## src/rtl/bin_to_bcd_seq_pkg.sv

```systemverilog
// Shared definitions for the sequential binary-to-BCD converter.
// State encoding and digit-correction constants.
package bin_to_bcd_seq_pkg;

  typedef enum logic {
    ST_IDLE  = 1'b0,
    ST_SHIFT = 1'b1
  } state_t;

  localparam int DIGITS_DEFAULT = 3;

  localparam logic [3:0] BCD_CORRECT_THRESH = 4'd5;
  localparam logic [3:0] BCD_CORRECT_ADD    = 4'd3;

endpackage

```

## src/rtl/bcd_digit_adjust.sv

```systemverilog
// Double-dabble digit correction: add 3 to a BCD digit of 5..9
// so the following left shift carries correctly into the next digit.
module bcd_digit_adjust
  import bin_to_bcd_seq_pkg::*;
(
  input  logic [3:0] i_digit,
  output logic [3:0] o_digit
);

  // Correct digits at or above threshold; others pass through.
  always_comb begin
    o_digit = i_digit;
    if (i_digit >= BCD_CORRECT_THRESH)
      o_digit = i_digit + BCD_CORRECT_ADD;
  end

endmodule

```

## src/rtl/bin_to_bcd_seq.sv

```systemverilog
// Sequential binary-to-BCD converter, one double-dabble step per clock.
// Result is held in bcd between conversions; done pulses on update.
module bin_to_bcd_seq
  import bin_to_bcd_seq_pkg::*;
#(
  parameter int N = 8,
  parameter int D = DIGITS_DEFAULT
) (
  input  logic           clk,
  input  logic           reset,
  input  logic           start,
  input  logic [N-1:0]   bin,
  output logic           busy,
  output logic           done,
  output logic [4*D-1:0] bcd
);

  localparam int CW = $clog2(N + 1);
  localparam int SW = 4 * D;

  state_t         r_state;
  state_t         w_next_state;
  logic [N-1:0]   r_shift;
  logic [SW-1:0]  r_scratch;
  logic [SW-1:0]  r_bcd;
  logic [CW-1:0]  r_cnt;
  logic           r_done;

  logic [SW-1:0]  w_adj;
  logic [SW-1:0]  w_scratch_nxt;
  logic [N-1:0]   w_shift_nxt;
  logic           w_load;
  logic           w_step;
  logic           w_finish;
  logic           w_unused_msb;

  for (genvar g = 0; g < D; g++) begin : g_adj
    bcd_digit_adjust u_adj (
      .i_digit (r_scratch[4*g +: 4]),
      .o_digit (w_adj[4*g +: 4])
    );
  end

  // The bit shifted out of the scratch top is always 0 for legal N/D.
  assign w_unused_msb  = w_adj[SW-1];
  assign w_scratch_nxt = {w_adj[SW-2:0], r_shift[N-1]};
  assign w_shift_nxt   = r_shift << 1;

  // State register.
  always_ff @(posedge clk or posedge reset) begin
    if (reset) r_state <= ST_IDLE;
    else       r_state <= w_next_state;
  end

  // Next-state and datapath control decode.
  always_comb begin
    w_next_state = r_state;
    w_load       = 1'b0;
    w_step       = 1'b0;
    w_finish     = 1'b0;
    unique case (r_state)
      ST_IDLE: begin
        if (start) begin
          w_load       = 1'b1;
          w_next_state = ST_SHIFT;
        end
      end
      ST_SHIFT: begin
        w_step = 1'b1;
        if (r_cnt == CW'(1)) begin
          w_finish     = 1'b1;
          w_next_state = ST_IDLE;
        end
      end
    endcase
  end

  // Shift datapath, iteration counter, result and done registers.
  always_ff @(posedge clk or posedge reset) begin
    if (reset) begin
      r_shift   <= '0;
      r_scratch <= '0;
      r_cnt     <= '0;
      r_bcd     <= '0;
      r_done    <= 1'b0;
    end else begin
      r_done <= w_finish;
      if (w_load) begin
        r_shift   <= bin;
        r_scratch <= '0;
        r_cnt     <= CW'(N);
      end else if (w_step) begin
        r_shift   <= w_shift_nxt;
        r_scratch <= w_scratch_nxt;
        r_cnt     <= r_cnt - 1'b1;
      end
      if (w_finish)
        r_bcd <= w_scratch_nxt;
    end
  end

  assign busy = (r_state == ST_SHIFT);
  assign done = r_done;
  assign bcd  = r_bcd;

endmodule
```

## config.mk

```make
export PLATFORM = sky130hd
export DESIGN_NAME = bin_to_bcd_seq
export DESIGN_NICKNAME = d
export VERILOG_FILES = /design/src/rtl/bin_to_bcd_seq_pkg.sv /design/src/rtl/bcd_digit_adjust.sv /design/src/rtl/bin_to_bcd_seq.sv
export SDC_FILE = /design/constraint.sdc
export NUM_CORES = 1
export LEC_CHECK = 0
export ABC_AREA = 1
export CELL_PAD_IN_SITES_DETAIL_PLACEMENT = 0
export CELL_PAD_IN_SITES_GLOBAL_PLACEMENT = 1
export CORE_ASPECT_RATIO = 1.5
export CORE_MARGIN = 10
export CORE_UTILIZATION = 44
export CTS_CLUSTER_SIZE = 40
export DETAILED_ROUTE_END_ITERATION = 8
export HOLD_SLACK_MARGIN = 0.1
export PLACE_DENSITY_LB_ADDON = 0.12
export SYNTH_ARGS = -nofsm -noshare
export SYNTH_HDL_FRONTEND = slang
export SYNTH_SLANG_ARGS = --single-unit
```

## constraint.sdc

```tcl
create_clock -name clk -period 2.2 [get_ports clk]
set_input_delay 0.44 -clock clk [delete_from_list [all_inputs] [get_ports clk]]
set_output_delay 0.44 -clock clk [all_outputs]
set_load 0.01 [all_outputs]
```

==> results of run 1 <==
[final timing paths]
| kind | slack, ns | cells past startpoint | endpoint |
|---|---|---|---|
| setup reg to reg | 0.63 | 6 | r_shift[5]$_DFFE_PP0P_ |
| hold reg to reg | 0.48 | 2 | bcd[7]$_DFFE_PP0P_ |
| hold / removal | 0.48 | 2 | bcd[7]$_DFFE_PP0P_ |
| max in group asynchronous | 1.30 | 3 | bcd[6]$_DFFE_PP0P_ |
| setup / recovery | 0.30 | 1 | busy |
| min in group asynchronous | 0.57 | 3 | bcd[11]$_DFFE_PP0P_ |
[report_power, final]
part | total (mW) | internal, mW | switching, mW
Combinational | 1.55 | 0.637 | 0.915
Sequential | 1.24 | 1.02 | 0.222
Clock | 0.543 | 0.316 | 0.227
[stage by stage]
step                      total power, mW  cells  hold WS [ns]  util [%]  area [µm²]
final                                3.34    287         0.485      55.5        2210
after detailed placement             2.83    279         0.468      52.7        2100
after floorplan                      2.30    214         0.449         -        1850
after CTS                            3.38    287         0.486      55.5        2210
after global routing                 3.66    287         0.513      55.5        2210
after global placement               2.76    279         0.465      52.7        2100
[cell usage after synthesis, drive strengths merged]
master | number | area, µm²
ha | 8 | 100
o221ai | 4 | 35.0
nand3 | 24 | 133
nand4 | 5 | 31.3
dfrtp | 38 | 951
o211ai | 2 | 20.0
nand2 | 75 | 289
o22ai | 4 | 25.0
a21oi | 1 | 5.00
buf | 6 | 55.1
o21ai | 14 | 70.1
inv | 27 | 106
nor2 | 6 | 27.5
[sequential cells by signal, indices dropped and copies added, names as in the netlist]
register and count:
done 1, busy 1, r_scratch 12, r_cnt 4
bcd 12, r_shift 8
[cell type report]
type | count | area (µm²)
clock buffer | 8 | 110
fill | 386 | 1780
inverter | 27 | 106
multi-input combinational | 143 | 736
sequential | 38 | 951
tap | 45 | 56.3
timing repair buffer | 26 | 255
[per-layer routing]
layer | up-vias | global-route usage, % | routed length (µm)
met1 | 701 | 11.6 | 1580
met5 | - | 0 | 0
met4 | 0 | 4.69 | 56
met2 | 29 | 21.0 | 2140
met3 | 7 | 2.89 | 156
li1 | 750 | - | -
[logic make-up (layout without fill, tap and decap cells)]
family          count (synthesis)  count (layout)  synth area share (%)
buf+inv                        33              61                  8.73
compound gates                 25              25                  8.39
flops                          38              38                  51.5
simple gates                  110             110                  26.0
fa+ha+maj                       8               8                  5.42
==> reports/results.tsv, run 1 <==
metric	value	unit
CTS tree	built	
Setup crit start kind	flop	
commonest non-fill, non-tap cell in the layout	nand2_1	
die area	7250	µm²
status	complete, no violations	
Max stage delay on crit path	0.62	ns
pre-CTS setup slack	0.533	ns
Final GP Congestion	0.771	
Avg Cell Area, Syn	8.64	µm²
max-slew violation count	0	
Critical Path RT	1.76	ns
Post-CTS Setup Bufs	0	
starting density of the core	46.3	%
vias in the first global route	1510	
1st-iter DRT viols	83	
cell row count	28	
Vias/cell	5.18	
Static Leak	1.11	nW
post-layout net count	260	
critical path peak fanout	11	
R2R Path Start	busy$_DFF_PP0_	
warnings from Yosys	0	
Num CTS Buffers	5	
Hold Buf Count CTS	0	
max-cap violation count	0	
# setup viols final	0	
CTS sink count	38	
WS Path Type	flop to primary output	
Worst-Margin Slew	0.478	ns
unrepaired setup endpoints after global routing	no	
Max-slew headroom	68.1	%
family with the most delay on the worst path	buffers and inverters	
PwrDens	1510	nW/µm²
ant diodes	0	
commonest non-fill, non-tap cells in the layout	nand2_1, dfrtp_1, inv_1	
synthesized flop and latch total	38	
post-DP HPWL	3.05	mm
FMAX	0.525	GHz
post-synthesis cell count	214	
GRT overflow	0	
Die Y	99.4	µm
number of distinct library cells after synthesis	21	
Area Overhead vs Synth	19.8	%
cells along the critical path	clkdlybuf4s50_1	
Tot GR Track Use	11.4	%
Detailed Routing Iterations Pass 1	4	
H-tree depth	2	
CP max stage cell	clkdlybuf4s50_1	
root buffer cell	clkbuf_8	
skew final	0.00371	ns
Worst Hold Class	flop to flop	
share of cells above drive strength 1	7.02	%
Worst-path clk slew	0.07	ns
min-delay src	bcd[7]$_DFFE_PP0P_	
io pins	25	
Syn Nets	233	
worst-skew pair later-pin latency	0.28	ns
endpoints failing hold	0	
drt drc	0	
final worst path period share	86.6	%
Port-buffer cells	24	
post-route minimum period	1.90	ns
Netlist Area Pre-Place	1850	µm²
Total Routed Length	3.93	mm
Post-DRT Antenna Nets	0	
antenna violations before repair	0	
buffer depth of the longest clock path	2	
final setup margin	0.295	ns
WL per Instance	13.7	µm
Max VDD drop	0.835	mV
Die Wd	72.9	µm
crit path DAT	1.46	ns
Critical Path Source	busy$_DFF_PP0_	
Setup crit end kind	primary output	
DR vias	1487	
setup TNS	0	ns
share of the yosys chip area belonging to registers	51.5	%
core area	3990	µm²
first-pass GRT wire length	6.74	mm
cts repair resizes	0	
largest net degree at the start of global routing	39	
Buf+Inv Stages, Crit Path	1	
(Power assumes the default switching activity.)
==> run 2, diff against run 1 <==
--- a/config.mk
+++ b/config.mk
@@ -15,6 +15,7 @@
 export DETAILED_ROUTE_END_ITERATION = 8
 export HOLD_SLACK_MARGIN = 0.1
 export PLACE_DENSITY_LB_ADDON = 0.12
+export SETUP_SLACK_MARGIN = 0.5
 export SYNTH_ARGS = -nofsm -noshare
 export SYNTH_HDL_FRONTEND = slang
 export SYNTH_SLANG_ARGS = --single-unit
==> run 2 against run 1 <==
Effect of this change: combinational power increased by 3%; flip-flop and latch count stayed put; clock power about the same; critical path depth unchanged; critical endpoint unchanged; highest routed layer unchanged.
==> reports/results.tsv, run 2 (synthesized netlist as in run 1, its figures left out) <==
metric	value	unit
status	complete, no violations	
antenna violations before repair	0	
worst-skew pair later-pin latency	0.28	ns
post-DP HPWL	3.05	mm
cell row count	28	
root buffer cell	clkbuf_8	
largest net degree at the start of global routing	39	
Util after Layout	55.9	%
Fillers	388	
GR Util met1	11.8	%
GRT overflow	0	
ant diodes	0	
met3 Resource Use GR	2.89	%
CTS sink count	38	
setup TNS	0	ns
met2 Usage GRT	21.2	%
max-slew violation count	0	
FMAX	0.611	GHz
WL per Instance	13.8	µm
critical path peak fanout	2	
commonest non-fill, non-tap cell in the layout	nand2_1	
Num CTS Buffers	5	
Setup crit start kind	flop	
Area Overhead vs Synth	20.8	%
die area	7250	µm²
Max VDD drop	0.792	mV
Max stage delay on crit path	0.54	ns
Port-buffer cells	24	
drt drc	0	
commonest non-fill, non-tap cells in the layout	nand2_1, dfrtp_1, inv_1, clkdlybuf4s50_1, nand3_1	
Max-slew headroom	68.5	%
Die Wd	72.9	µm
first-pass GRT wire length	6.82	mm
cells along the critical path	clkdlybuf4s50_1	
Post-DRT Antenna Nets	0	
skew final	0.00276	ns
CTS tree	built	
Total Routed Length	3.98	mm
share of cells above drive strength 1	8.61	%
endpoints failing hold	0	
Power Total	3.36	mW
Setup crit end kind	primary output	
Buf+Inv Stages, Crit Path	1	
Worst-Margin Slew	0.472	ns
final worst path period share	74.3	%
Die Y	99.4	µm
post-route minimum period	1.64	ns
post-layout net count	262	
max-cap violation count	0	
PwrDens	1510	nW/µm²
core area	3990	µm²
worst hold margin	0.484	ns
Worst-path clk slew	0.07	ns
# setup viols final	0	
CP max stage cell	clkdlybuf4s50_1	
starting density of the core	46.3	%
Critical Path RT	1.76	ns
family with the most delay on the worst path	buffers and inverters	
Vias/cell	5.17	
buffer depth of the longest clock path	2	
Detailed Routing Iterations Pass 1	4	
io pins	25	
crit path DAT	1.20	ns
unrepaired setup endpoints after global routing	no	
Tot GR Track Use	11.5	%
DR vias	1493	
1st-iter DRT viols	66	
H-tree depth	2	
Final GP Congestion	0.771	
Worst Hold Class	flop to flop	
vias in the first global route	1523	
WS Path Type	flop to primary output	
busiest grt layer	met2	
Static Leak	1.10	nW
-- run 2: final cells by class --
| class | count | area [µm²] | area share, % |
|---|---|---|---|
| inverter | 27 | 110 | 4.93 |
| sequential | 38 | 952 | 42.7 |
| tap | 45 | 56.3 | 2.52 |
| clock buffer | 8 | 110 | 4.93 |
| timing repair buffer | 27 | 263 | 11.8 |
| multi-input combinational | 143 | 736 | 33.0 |
| timing repair inverter | 1 | 5.00 | 0.224 |
-- run 2: worst paths after layout --
kind / startpoint / endpoint / slack, ns / depth (start not counted)
min reg2reg: bcd[7]$_DFFE_PP0P_ / bcd[7]$_DFFE_PP0P_ / 0.48 / 2
min in group asynchronous: reset / bcd[3]$_DFFE_PP0P_ / 0.57 / 3
max in group asynchronous: reset / busy$_DFF_PP0_ / 1.28 / 3
max: busy$_DFF_PP0_ / busy / 0.56 / 1
min: bcd[7]$_DFFE_PP0P_ / bcd[7]$_DFFE_PP0P_ / 0.48 / 2
max reg2reg: busy$_DFF_PP0_ / r_scratch[1]$_DFFE_PP0P_ / 0.68 / 7
-- run 2: stage by stage --
| step | instances | setup WS (ns) | cell area, µm² |
|---|---|---|---|
| finish | 289 | 0.565 | 2230 |
| global route | 289 | 0.512 | 2230 |
| CTS | 288 | 0.542 | 2220 |
| detailed placement | 279 | 0.533 | 2100 |
| global placement | 279 | 0.591 | 2100 |
| floorplan | 214 | 0.899 | 1850 |
-- run 2: metal layers --
layer  vias up  share of wire (%)
met1       700                 40
met4         0                1.4
met5         -                  0
li1        756                  -
met2        30                 55
met3         7                3.9
-- run 2: power by group --
part / switching, mW / internal [mW] / leakage [nW]
logic: 0.945 / 0.650 / 0.569
clock network: 0.225 / 0.316 / 0.0575
registers: 0.202 / 1.02 / 0.473
total: 1.37 / 1.99 / 1.10
-- run 2: repair_timing --
item                                    in CTS  in global routing
resized for setup                            1                  1
hold buffers                                 0                  0
buffers inserted                             1                  0
gates cloned                                 0                  1
endpoints found under the setup margin       1                  1
pin swaps                                    0                  0
hold endpoints to repair                     0                  0
